==> src/rtl/rot_pkg.sv <==
// Shared widths and the state encoding for the rotate operand sequencer.
package rot_pkg;

    localparam int DATA_W = 32;
    localparam int CNT_W  = 5;

    typedef enum logic [2:0] {
        IDLE  = 3'd0,
        GET_B = 3'd1,
        GET_C = 3'd2,
        EXEC  = 3'd3,
        HOLD  = 3'd4
    } state_t;

endpackage

==> src/rtl/rot_operand_seq.sv <==
// Sequences operand B and a count word from a bus into an external rotate-left unit and holds the result.
// Define ROT_OPERAND_SEQ_ROR_EN to turn op_ror into a right rotate (count mapped to 32 - count).
module rot_operand_seq
    import rot_pkg::*;
#(
    parameter bit CLR_ON_ACCEPT = 1'b0
) (
    input  logic              clk,
    input  logic              clr,
    input  logic              start,
    input  logic              op_ror,
    input  logic [DATA_W-1:0] in_data,
    input  logic              in_valid,
    output logic              in_ready,
    output logic [DATA_W-1:0] rot_b,
    output logic [CNT_W-1:0]  rot_c,
    input  logic [DATA_W-1:0] rot_a,
    output logic [DATA_W-1:0] z_data,
    output logic              z_valid,
    input  logic              z_ready,
    output logic              busy
);

    state_t            state;
    state_t            state_next;
    logic [DATA_W-1:0] b_reg;
    logic [CNT_W-1:0]  cnt_reg;
    logic              ror_reg;
    logic [DATA_W-1:0] z_reg;
    logic [CNT_W-1:0]  eff_cnt;
    logic              take_word;
    logic              accept;
    logic              latch_op;

    // The count is stored already mapped, so rot_c is a plain register output.
`ifdef ROT_OPERAND_SEQ_ROR_EN
    assign eff_cnt = ror_reg ? (CNT_W'(0) - in_data[CNT_W-1:0]) : in_data[CNT_W-1:0];
`else
    logic unused_ror;
    assign unused_ror = ror_reg;
    assign eff_cnt    = in_data[CNT_W-1:0];
`endif

    always_ff @(posedge clk or posedge clr) begin
        if (clr) begin
            state <= IDLE;
        end else begin
            state <= state_next;
        end
    end

    always_comb begin
        state_next = state;
        in_ready   = 1'b0;
        z_valid    = 1'b0;
        busy       = 1'b1;
        take_word  = 1'b0;
        accept     = 1'b0;
        latch_op   = 1'b0;
        case (state)
            IDLE: begin
                busy = 1'b0;
                if (start) begin
                    latch_op   = 1'b1;
                    state_next = GET_B;
                end
            end
            GET_B: begin
                in_ready  = 1'b1;
                take_word = in_valid;
                if (in_valid) begin
                    state_next = GET_C;
                end
            end
            GET_C: begin
                in_ready  = 1'b1;
                take_word = in_valid;
                if (in_valid) begin
                    state_next = EXEC;
                end
            end
            EXEC: begin
                state_next = HOLD;
            end
            HOLD: begin
                z_valid = 1'b1;
                accept  = z_ready;
                if (z_ready) begin
                    latch_op   = start;
                    state_next = start ? GET_B : IDLE;
                end
            end
            default: begin
                state_next = IDLE;
            end
        endcase
    end

    always_ff @(posedge clk or posedge clr) begin
        if (clr) begin
            b_reg   <= '0;
            cnt_reg <= '0;
            ror_reg <= 1'b0;
            z_reg   <= '0;
        end else begin
            if (latch_op) begin
                ror_reg <= op_ror;
            end
            if (take_word && state == GET_B) begin
                b_reg <= in_data;
            end
            if (take_word && state == GET_C) begin
                cnt_reg <= eff_cnt;
            end
            if (state == EXEC) begin
                z_reg <= rot_a;
            end else if (accept && CLR_ON_ACCEPT) begin
                z_reg <= '0;
            end
        end
    end

    assign rot_b  = b_reg;
    assign rot_c  = cnt_reg;
    assign z_data = z_reg;

endmodule

==> config.mk <==
export PLATFORM = sky130hd
export DESIGN_NAME = rot_operand_seq
export DESIGN_NICKNAME = d
export VERILOG_FILES = /design/src/rtl/rot_pkg.sv /design/src/rtl/rot_operand_seq.sv
export SDC_FILE = /design/constraint.sdc
export NUM_CORES = 1
export LEC_CHECK = 0
export CORE_MARGIN = 1
export CORE_UTILIZATION = 35
export CTS_CLUSTER_DIAMETER = 200
export DETAILED_ROUTE_END_ITERATION = 8
export HOLD_SLACK_MARGIN = 0.1
export PLACE_DENSITY = 0.71
export SLEW_MARGIN = 25
export SYNTH_ARGS = -nofsm -noshare
export SYNTH_HDL_FRONTEND = slang
export SYNTH_SLANG_ARGS = --single-unit
==> constraint.sdc <==
create_clock -name clk -period 5.86 [get_ports clk]
set_input_delay 1.172 -clock clk [delete_from_list [all_inputs] [get_ports clk]]
set_output_delay 1.172 -clock clk [all_outputs]
set_load 0.05 [all_outputs]
==> impl_metrics.toml, run 1 <==
[grt]
grt_overflow = 0
grt_antenna_before_repair = 0
grt_max_degree = 38
grt_pass1_vias = 2052
grt_pass1_wl_microns = 9666
grtUsageTotal = 0.1450

[setup_path]
end_kind = "output pin"
r2r_cells = 3
crit_slowest_cell = "clkdlybuf4s50_1"
critPathBufInv = 1
max_stage_delay_ps = 840
worstPathArrival_ps = 1970
r2r-end = "rot_b[29]$_DFFE_PP0P_"
crit_fanout = 10
ff2ff_setup_slack_ps = 4080
crit_chain = "nand2b_1 > a21oi_1 > clkdlybuf4s50_1"
criticalPathCategory = "flip-flop to output pin"
required_ps = 4690
timing.rr.start = "state[1]$_DFFE_PP0P_"
path_delay_family = "buffers and inverters"
cp-start-kind = "flip-flop"

[yosys]
synth_simple_gate_area_frac = 0.02404
synthXorXnorAreaFrac = 0
synth_fa_ha_area_frac = 0
synth_cells = 169
syn-num-nets = 239
synth_top_area_share = 0.6183
yosys_warnings = 0
synth_top_family_by_area = "multiplexers"
synth_compound_area_frac = 0.01159
synth-seq-area-share = 0.6183
synth_area_sq_mm = 0.002914
synth_top_area_cell = "dfrtp_1"
ys_ff_latch = 72
synthMuxAreaShare = 0.3053
synth.distinct_cells = 20
ys_top_cells_by_area = "dfrtp_1, mux2_4, mux2_2, buf_12, buf_4"
syn_area_per_cell_sq_um = 17.24

[routing]
viasPerCell = 4.526
drt-total-wl_microns = 5904
vias = 1901
drc = 0
ant_nets = 0
wl_per_cell_microns = 14.06
first_pass_iters = 2
drtIter0Drc = 45

[timing]
slew_headroom = 0.4841
fin_crit_sh = 0.5362
worst_pin_slew_ps = 772.7
finalSetupViolations = 0
clock.fmax_ghz = 0.3183
finalHoldViolCount = 0
fin_crit_ps = 3142
slew_viol_final = 0
skew_ps = 6.277
setup_tns_ps = 0
rsz0062_at_grt = "no"

[final_layout]
syn_to_final_growth_pct = 58.14
final_cell_mix = "clkdlybuf4s50_1, dfrtp_1, mux2_2"
diodes = 0
nNetsFinal = 383
drive_gt1_frac = 0.2862
final_common_cell = "clkdlybuf4s50_1"

[clock_network]
cts_resized = 0
cts_hold_buf = 0
htreeDepth = 3
tritoncts = "built"
cts_buffer_depth = 2
clock_sinks = 72
post_cts_buffers = 0
cts-root-buf = "clkbuf_8"
clkLatencyLatePin_ps = 340
numCtsBuffers = 9
clk_pin_slew_ps = 70

[placement]
portBuffers = 140
gp_congestion = 0.6521
dp_hpwl_microns = 4168

[hold_path]
whs_path_depth = 1
min_to = "z_data[8]$_DFFE_PP0N_"
hp-class = "flip-flop to flip-flop"
min_from = "z_data[8]$_DFFE_PP0N_"

[floorplanning]
pin_count = 142
start_util = 0.3694
die-area_sq_mm = 0.008695
die_h_microns = 93.25
fp-row-count = 32
coreArea_sq_mm = 0.007888
die_x_microns = 93.25

[status]
outcome = "complete, no violations"

[job]
maxCapViolCount = 0
cells in the mapped netlist, drive strengths merged:
master and n:
dfrtp 72, and4bb 2, buf 9, a21oi 2
inv 2, mux2 69, nand2b 2, a31oi 1
nand3b 2, o31ai 1, or3 1, o21ai 2
nor2 1, clkbuf 1, nand2 2
sequential cells by signal, indices dropped and copies added (netlist names):
name,cells
rot_b,32
z_data,32
rot_c,5
state,3
metal layers:
layer | global-route usage | part of all wire
met1 | 0.1746 | 0.43
met2 | 0.2279 | 0.46
met3 | 0.07561 | 0.099
met4 | 0.03846 | 0.0063
met5 | 0 | 0
cell families (layout without fill, tap and decap cells):
family | count (synthesis) | count (layout)
flip-flops | 72 | 72
multiplexers | 69 | 69
buffers and inverters | 12 | 161
AND/OR/NAND/NOR | 10 | 10
AO/OA/AOI/OAI | 6 | 6
worst reg2reg max path, cell delays in order, from the launching register on:
cell      delay, ps
dfrtp_1         460
and4bb_2        320
buf_4           470
mux2_2          410
worst max path at each step:
stage	start	endpoint	slack, ps	cells past startpoint
global route	state[0]$_DFFE_PP0P_	in_ready	2610	3
detailed placement	in_valid	rot_b[29]$_DFFE_PP0P_	2900	4
finish	state[0]$_DFFE_PP0P_	in_ready	2720	3
global placement	in_valid	rot_b[30]$_DFFE_PP0P_	2900	4
floorplan	clr	rot_b[0]$_DFFE_PP0P_	2860	1
CTS	state[0]$_DFFE_PP0P_	in_ready	2690	3
metrics by stage:
step | cells | setup WS, ps | hold slack, ps | utilization | area (sq um)
finish | 420 | 2718 | 505.6 | 0.5842 | 4608
global route | 420 | 2611 | 516.7 | 0.5842 | 4608
CTS | 420 | 2688 | 509.8 | 0.5842 | 4608
detailed placement | 404 | 2898 | 491.6 | 0.5520 | 4354
global placement | 404 | 2903 | 487.5 | 0.5520 | 4354
floorplan | 169 | 2863 | 486.1 | - | 2914
final cells by class:
type | instances | area (sq um)
clock buffer | 11 | 151.4
fill | 667 | 3279
clock inverter | 5 | 102.6
inverter | 2 | 7.507
sequential | 72 | 1802
tap | 102 | 127.6
timing repair buffer | 143 | 1424
multi-input combinational | 85 | 993.5
Power of run 1 is left out: the tool's default activity adds up to more than one toggle a clock period on the data nets, which glitch-free logic cannot reach.
==> inputs of run 2 (changes only) <==
PLACE_DENSITY = 0.74   (was 0.71)
clock period = 2.8 ns   (was 5.86 ns; I/O delays follow)
==> run 2 against run 1 <==
Die area stayed put. Critical path depth did not move. Sequential cell count did not move. Cell count stayed put. Critical endpoint unchanged. Largest cell class unchanged.
==> impl_metrics.toml, run 2 (synthesis results as in run 1) <==
[grt]
grt_max_degree = 73
grt_pass1_vias = 1983
grt_pass1_wl_microns = 9770
grt_antenna_before_repair = 0
grtUsageTotal = 0.1464
grt_overflow = 0

[setup_path]
cp-start-kind = "flip-flop"
end_kind = "output pin"
crit_fanout = 10
r2r_cells = 3
criticalPathCategory = "flip-flop to output pin"
worstPathArrival_ps = 1930
required_ps = 2240

[timing]
clock.fmax_ghz = 0.4018
fin_crit_ps = 2489
setup_tns_ps = 0
finalSetupViolations = 0
rsz0062_at_grt = "no"
fin_crit_sh = 0.8888
worst_pin_slew_ps = 522.4
slew_headroom = 0.6507
skew_ps = 7.221
finalHoldViolCount = 0
slew_viol_final = 0

[final_layout]
drive_gt1_frac = 0.2799
nNetsFinal = 383
final_common_cell = "clkdlybuf4s50_1"
final_cell_mix = "clkdlybuf4s50_1, dfrtp_1, mux2_2"
fillCellCount = 656
syn_to_final_growth_pct = 55.95
diodes = 0

[floorplanning]
die_x_microns = 93.25
fp-row-count = 32
coreArea_sq_mm = 0.007888
die-area_sq_mm = 0.008695
start_util = 0.3694
die_h_microns = 93.25
pin_count = 142

[clock_network]
cts_resized = 0
clkLatencyLatePin_ps = 330
cts_hold_buf = 0
post_cts_buffers = 0
cts-root-buf = "clkbuf_8"
htreeDepth = 3
cts_buffer_depth = 2
tritoncts = "built"
clock_sinks = 72
clk_pin_slew_ps = 70
numCtsBuffers = 9

[status]
outcome = "complete, no violations"

[hold_path]
hp-class = "flip-flop to flip-flop"
whs_path_depth = 1

[placement]
gp_congestion = 0.6614
dp_hpwl_microns = 4249
portBuffers = 140

[routing]
first_pass_iters = 4
ant_nets = 0
wl_per_cell_microns = 14.55
drt-total-wl_microns = 6112
viasPerCell = 4.564
drtIter0Drc = 27
drc = 0
vias = 1917

[job]
maxCapViolCount = 0
run 2: cell count changes in the layout (fill, tap and decap cells not counted), sizes merged:
| cell | change |
|---|---|
| bufinv | -3 |
| clkinv | +3 |
| clkbuf | +1 |
| clkinvlp | -1 |
run 2: final timing paths:
path / start / to / slack, ps
hold reg to reg: z_data[8]$_DFFE_PP0N_ / z_data[8]$_DFFE_PP0N_ / 510
setup reg to reg: state[1]$_DFFE_PP0P_ / rot_b[30]$_DFFE_PP0P_ / 1050
max in group asynchronous: clr / rot_c[0]$_DFFE_PP0P_ / 1860
hold / removal: z_data[8]$_DFFE_PP0N_ / z_data[8]$_DFFE_PP0N_ / 510
setup / recovery: state[0]$_DFFE_PP0P_ / in_ready / 310
min in group asynchronous: clr / rot_b[15]$_DFFE_PP0P_ / 640
run 2: cell type report:
type / count / area (sq um) / area share
Tap cell: 102 / 127.6 / 0.02808
Clock buffer: 12 / 145.1 / 0.03194
Multi-Input combinational cell: 85 / 993.5 / 0.2186
Timing Repair Buffer: 143 / 1449 / 0.3188
Clock inverter: 4 / 20.02 / 0.004405
Inverter: 2 / 7.507 / 0.001652
Sequential cell: 72 / 1802 / 0.3965
run 2: critical path: stages (launching register included):
cell	delay [ps]
dfrtp_1	460
nand2b_1	190
a21oi_1	130
clkdlybuf4s50_1	820
run 2: per-layer routing:
layer,vias to the layer above,wire length [microns],GRT usage
met5,-,0,0
met4,0,48,0.03846
met3,6,544,0.06423
met2,82,2854,0.2237
met1,954,2664,0.1898
li1,875,-,-
run 2: through the flow:
stage	util	hold WS (ps)	std cells	cell area (sq um)	setup WS [ps]
3_5_place_dp	0.5552	492.5	404	4379	502.2
6_report	0.5761	505.1	420	4544	311.4
5_1_grt	0.5761	521.1	420	4544	192.6
4_1_cts	0.5761	510.5	420	4544	280.1
2_1_floorplan	-	486.1	169	2914	415.1
3_3_place_gp	0.5552	487.4	404	4379	505.5
Power of run 2 is left out for the same reason.
==> inputs of run 3 (changes only) <==
PLACE_DENSITY = 0.71   (was 0.74)
clock period = 2.3 ns   (was 2.8 ns; I/O delays follow)
==> run 3 against run 2 <==
Core utilization up 0.87 points. Worst setup slack worse by 71 ps. Cell count unchanged. Critical path depth down 1. Worst hold slack worse by 82 ps. Via count down 0.78%. Non-clock buffer count unchanged. First-iteration DRC count up 19%. Global-route usage down 0.25 points. Sequential cell count unchanged. Clock skew up 1.5 ps. Sequential share of layout area down 0.59 points.
==> impl_metrics.toml, run 3 (synthesis results as in run 1) <==
[setup_path]
r2r-end = "rot_b[29]$_DFFE_PP0P_"
end_kind = "output pin"
r2r_cells = 3
crit_fanout = 8
cp_num_cells = 2
crit_chain = "or3_1 > dlygate4sd2_1"
crit_path_end = "busy"
critical_path.startpoint = "state[2]$_DFFE_PP0P_"
required_ps = 1840
ff2ff_setup_slack_ps = 750
worstPathArrival_ps = 1600
critPathBufInv = 1
max_stage_delay_ps = 450
path_delay_family = "flip-flops"
cp-start-kind = "flip-flop"
timing.rr.start = "state[1]$_DFFE_PP0P_"
criticalPathCategory = "flip-flop to output pin"
crit_slowest_cell = "dfrtp_1"

[timing]
finalHoldViolCount = 0
slew_headroom = 0.6497
rsz0062_at_grt = "no"
clock.fmax_ghz = 0.4856
worst_pin_slew_ps = 523.9
skew_ps = 8.699
fin_crit_sh = 0.8954
fin_crit_ps = 2059
slew_viol_final = 0
setup_tns_ps = 0
finalSetupViolations = 0

[routing]
vias = 1902
drc = 0
drt-total-wl_microns = 6018
first_pass_iters = 3
wl_per_cell_microns = 14.33
ant_nets = 0
viasPerCell = 4.529
drtIter0Drc = 32

[clock_network]
cts_hold_buf = 0
cts_resized = 1
cts_buffer_depth = 2
tritoncts = "built"
numCtsBuffers = 9
post_cts_buffers = 0
clock_sinks = 72
clk_pin_slew_ps = 80
htreeDepth = 3
clkLatencyLatePin_ps = 340
cts-root-buf = "clkbuf_8"

[placement]
gp_congestion = 0.6670
portBuffers = 140
dp_hpwl_microns = 4237

[grt]
grt_pass1_wl_microns = 9625
grt_antenna_before_repair = 0
grt_max_degree = 56
grtUsageTotal = 0.1440
grt_overflow = 0
grt_pass1_vias = 2042

[final_layout]
nNetsFinal = 383
final_common_cell = "clkdlybuf4s50_1"
multi_input_area_sq_um = 993.5
syn_to_final_growth_pct = 58.31
seq_area_sq_mm = 0.001802
drive_gt1_frac = 0.2925
final_cell_mix = "clkdlybuf4s50_1, dfrtp_1, mux2_2"
fillCellCount = 638
diodes = 0

[hold_path]
hp-class = "input pin to asynchronous set/reset pin"

[floorplanning]
coreArea_sq_mm = 0.007888
die_x_microns = 93.25
fp-row-count = 32
pin_count = 142
die_h_microns = 93.25
start_util = 0.3694
die-area_sq_mm = 0.008695

[status]
outcome = "complete, no violations"

[job]
maxCapViolCount = 0
run 3: cell types whose count changed in the layout (fill, tap and decap cells not counted):
cell             previous run  this run
clkdlybuf4s50_1           140       137
clkinvlp_4                  0         2
bufinv_16                   0         2
buf_4                       1         3
dlygate4sd2_1               0         1
clkbuf_8                   10        12
clkbuf_1                    2         0
clkinv_2                    4         0
run 3: final cells by class:
class | instances | area share
Sequential cell | 72 | 0.3906
Timing Repair Buffer | 143 | 0.3127
Multi-Input combinational cell | 85 | 0.2154
Clock buffer | 12 | 0.03580
Tap cell | 102 | 0.02766
Clock inverter | 4 | 0.01627
Inverter | 2 | 0.001627
run 3: worst min path at each step:
stage | end | slack (ps) | cells after the start
after global routing | z_data[10]$_DFFE_PP0N_ | 450 | 2
final | z_data[3]$_DFFE_PP0N_ | 420 | 2
after floorplan | state[1]$_DFFE_PP0P_ | 490 | 1
after CTS | z_data[3]$_DFFE_PP0N_ | 420 | 2
after detailed placement | rot_b[28]$_DFFE_PP0P_ | 490 | 1
after global placement | z_data[7]$_DFFE_PP0N_ | 490 | 1
run 3: stage by stage:
step                      utilization  cells  worst slack (ps)  area (sq um)  hold WS, ps
after detailed placement       0.5546    404             268.4          4374        493.1
after global placement         0.5546    404             288.9          4374        487.0
after global routing           0.5849    420             167.1          4613        454.8
final                          0.5849    420             240.5          4613        422.9
after floorplan                     -    169             15.08          2914        486.1
after CTS                      0.5849    420             208.8          4613        419.8
run 3: worst reg2reg max path, cell delays in order, from the launching register on:
cell and delay, ps:
dfrtp_1 450, and4bb_2 360, buf_12 250, mux2_2 380
run 3: layer usage:
layer  global-route usage  vias to the layer above  share of wire
met2               0.2292                       81           0.47
met1               0.1808                      937           0.44
met3              0.04472                       10          0.076
met5                    0                        -              0
li1                     -                      874              -
met4              0.06154                        0          0.016
Power of run 3 is left out for the same reason.
==> RTL change 1 (settings of run 3) <==
`CLR_ON_ACCEPT`: 1'b0 -> 1'b1.
--- a/src/rtl/rot_operand_seq.sv
+++ b/src/rtl/rot_operand_seq.sv
@@ -5,3 +5,3 @@
 #(
-    parameter bit CLR_ON_ACCEPT = 1'b0
+    parameter bit CLR_ON_ACCEPT = 1'b1
 ) (
Function: changed (a bounded check fails within 10 cycles, from zero or initial values).
==> RTL change 1 against run 3 <==
Clock skew rose by 0.00074 ns. Area after synthesis rose by 7.7%. Critical path type unchanged. Global-route usage rose by 2.1 points. Sequential cell count did not move. Design area rose by 4.6%. Synthesized cell count rose by 45%. Wire length rose by 25%. Worst setup slack improved by 0.0013 ns. Maximum frequency barely moved. First-iteration DRC count rose to 3.1 times the old value.
Power is not shown: default switching activity piles up to over one toggle a cycle in this logic, so the estimate is an artifact.
==> RTL change 1: results (changes against run 3) <==
- Iter 0 DRT Violations: 100 (+210%)
- Drt first pass iters: 4 (+1)
- Post-synth cell types: 28 (+40%)
- Gr usage total: 0.165 (+0.0207)
- Slew @ Worst Pin: 0.540 ns (+0.0159 ns)
- Xor-xnor portion of the synthesized cell area: 0 (unchanged)
- Largest stage delay, worst path: 0.48 ns (+0.03 ns)
- Routability cong.: 0.727 (+9.0%)
- First-pass GRT wire length: 12.3 mm (+27%)
- Nets: 455 (+19%)
- Post-synthesis sequential area ratio: 0.574 (-0.0441)
- Wirelength per Cell: 15.1 um (+5.3%)
- Type of the tightest min-delay check: flop to flop
- Clock tree buffer depth: 2 (unchanged)
- Antenna diodes: 0 (unchanged)
- Vias in the first global route: 2491 (+22%)
- Max Cap Violations: 0 (unchanged)
- DPL Wire Length: 5.14 mm (+21%)
- Syn nets: 315 (+32%)
- Clock Skew: 0.00944 ns (+0.000745 ns)
- Post-synthesis compound-gate area fraction: 0.177 (+0.165)
- Fin crit share: 0.895 (about the same)
- Vias per std cell: 4.94 (+9.0%)
- Worst Path Max Fanout: 9 (+1)
- Crit path to: in_ready
- Post-synth top flop: dfrtp_1
- R2R cell count: 3 (unchanged)
- Slowest-stage cell, CP: dfrtp_1
- Synth top area cells: dfrtp_1 57%, mux2_2 12%, o221a_2 8.6%
- Setup bufs post-CTS: 0 (unchanged)
- Critical path launch point: state[1]$_DFFE_PP0P_
- Pre-CTS WS: 0.303 ns (+0.0343 ns)
- Layout cells sized above 1: 0.236 (-0.0566)
- Largest net degree at the start of global routing: 73 (+30%)
- Outcome: complete, no violations
- Synth top cells by count: 72 x dfrtp_1, 34 x inv_1, 34 x mux2_2, 34 x o21ai_0, 24 x o221a_2
- Warnings from Yosys: 0 (unchanged)
- Worst-skew pair later-pin latency: 0.34 ns (about the same)
- Post_cts resized: 0 (-1)
- Reg-to-reg critical path startpoint: state[2]$_DFFE_PP0P_
- Mux cell area share after synthesis: 0.133 (-0.173)
- Worst EP arrival: 1.60 ns (about the same)
- Reg-to-reg critical path endpoint: rot_c[2]$_DFFE_PP0P_
## RTL change 1: cell type report
cell class	instances	area [um^2]
fill	771	3890
clock inverter	7	70.1
timing repair buffer	149	1510
inverter	34	128
sequential	72	1800
multi-input combinational	119	1060
clock buffer	9	124
tap	108	135
## RTL change 1: worst min path at each step
stage,start,to,slack (ns),depth (start not counted)
after CTS,rot_b[17]$_DFFE_PP0P_,rot_b[17]$_DFFE_PP0P_,0.50,1
final,rot_b[17]$_DFFE_PP0P_,rot_b[17]$_DFFE_PP0P_,0.49,1
after floorplan,state[1]$_DFFE_PP0P_,state[0]$_DFFE_PP0P_,0.53,1
after global routing,rot_b[16]$_DFFE_PP0P_,rot_b[16]$_DFFE_PP0P_,0.51,1
after detailed placement,rot_b[17]$_DFFE_PP0P_,rot_b[17]$_DFFE_PP0P_,0.48,1
after global placement,rot_b[17]$_DFFE_PP0P_,rot_b[17]$_DFFE_PP0P_,0.47,1
## RTL change 1: worst register-to-register path, delay by kind of cell (launching register included)
family / cells / cell delay [ns]
AND/OR/NAND/NOR: 1 / 0.46
flip-flops: 1 / 0.38
multiplexers: 1 / 0.36
buffers and inverters: 1 / 0.24
## RTL change 1: metal layers
layer  routed length, um  GRT usage
met5                   0          0
met4                 117     0.0574
met3                 507     0.0549
met2                3500      0.264
met1                3390      0.208
## RTL change 1: metrics by stage
stage	instance area, um^2	util	instances
detailed placement	4630	0.531	482
global route	4830	0.554	498
floorplan	3140	-	245
finish	4830	0.554	498
CTS	4830	0.554	498
global placement	4630	0.531	482
## RTL change 1: logic make-up after synthesis
family / count (synthesis)
multiplexers: 37
AND/OR/NAND/NOR: 12
AO/OA/AOI/OAI: 70
buffers and inverters: 54
flip-flops: 72
==> RTL change 2 (settings of run 3) <==
Without the edit above. The 5 states of `state_t` get a Gray code encoding in 3 bits.
--- a/src/rtl/rot_pkg.sv
+++ b/src/rtl/rot_pkg.sv
@@ -7,7 +7,7 @@
     typedef enum logic [2:0] {
-        IDLE  = 3'd0,
-        GET_B = 3'd1,
-        GET_C = 3'd2,
-        EXEC  = 3'd3,
-        HOLD  = 3'd4
+        IDLE  = 3'b000,
+        GET_B = 3'b001,
+        GET_C = 3'b011,
+        EXEC  = 3'b010,
+        HOLD  = 3'b110
     } state_t;
Function: same outputs for any inputs over 10 cycles, from zero or initial values; not proved beyond that.
==> RTL change 2 against run 3 <==
Die area barely moved. Design area rose by 0.71%. Worst setup slack got worse by 0.026 ns. Sequential cell count unchanged. Area after synthesis barely moved. Wire length grew 3.3%. Largest cell class unchanged. Highest routed layer unchanged.
Power is left out: the tool's default activity adds up to more than one toggle a clock period on the data nets, which glitch-free logic cannot reach.
==> RTL change 2: results (changes against run 3) <==
- Top cell type's share of synthesized area: 0.618 (about the same)
- Layout cells sized above 1: 0.298 (+0.00535)
- Post-synthesis sequential area ratio: 0.618 (about the same)
- Drt first pass iters: 2 (-1)
- R2R setup slack: 0.63 ns (-0.12 ns)
- Antenna diodes: 0 (unchanged)
- Routability cong.: 0.751 (+13%)
- WL final: 6.22 mm (+3.3%)
- Vias in the first global route: 2048 (+0.29%)
- R2R cell count: 4 (+1)
- Iter 0 DRT Violations: 22 (-31%)
- Worst Path Max Fanout: 9 (+1)
- Synth top area cells: dfrtp_1 62%, mux2_4 15%, mux2_2 14%
- Outcome: complete, no violations
- First-pass GRT wire length: 10.2 mm (+6.0%)
- Vias per std cell: 4.48 (-1.0%)
- Worst EP arrival: 1.63 ns (+0.03 ns)
- Reg-to-reg critical path endpoint: z_data[14]$_DFFE_PP0N_
- Post_cts resized: 0 (-1)
- Relative slew slack: 0.630 (-0.0195)
- Syn nets: 235 (-1.7%)
- Nets: 384 (+0.26%)
- Clock Skew: 0.00754 ns (-0.00116 ns)
- Crit path to: busy
- Post-synth cell types: 19 (-5.0%)
## RTL change 2: cell families after synthesis
group | share of synthesized area
compound gates | 0.0107
mux | 0.305
simple gates | 0.0292
flops | 0.618
buf+inv | 0.0373
## RTL change 2: per-stage QoR
step	utilization	hold slack, ns	worst slack [ns]	cell area (um^2)	cells
floorplan	-	0.551	0.0151	2920	165
global placement	0.561	0.470	0.329	4420	405
detailed placement	0.561	0.477	0.278	4420	405
CTS	0.589	0.473	0.204	4650	421
global route	0.589	0.503	0.165	4650	421
finish	0.589	0.484	0.215	4650	421
## RTL change 2: critical path, cell delays in order, from the launching register on
cell     delay, ns
dfrtp_1       0.55
or3_2         0.54
buf_4         0.20
## RTL change 2: routing by layer
layer	vias up	GRT usage	share of wire
li1	878	-	-
met1	926	0.187	0.42
met2	78	0.256	0.49
met3	5	0.0561	0.078
met4	0	0.0538	0.010
met5	-	0	0
## RTL change 2: worst min path at each step
stage          slack (ns)                     to
6_report             0.48  rot_b[13]$_DFFE_PP0P_
5_1_grt              0.50  rot_b[15]$_DFFE_PP0P_
4_1_cts              0.47   rot_b[6]$_DFFE_PP0P_
3_5_place_dp         0.48  rot_b[25]$_DFFE_PP0P_
3_3_place_gp         0.47   rot_b[0]$_DFFE_PP0P_
2_1_floorplan        0.55   state[2]$_DFFE_PP0P_
## RTL change 2: area by class of cell
type                    count  area (um^2)
repair buffers            145         1480
inverters                   2         7.51
multi-input cells          84         1010
clock buffers              11          141
flip-flops and latches     72         1800
clock inverters             5         80.1
well taps                 102          128
fillers                   648         3240
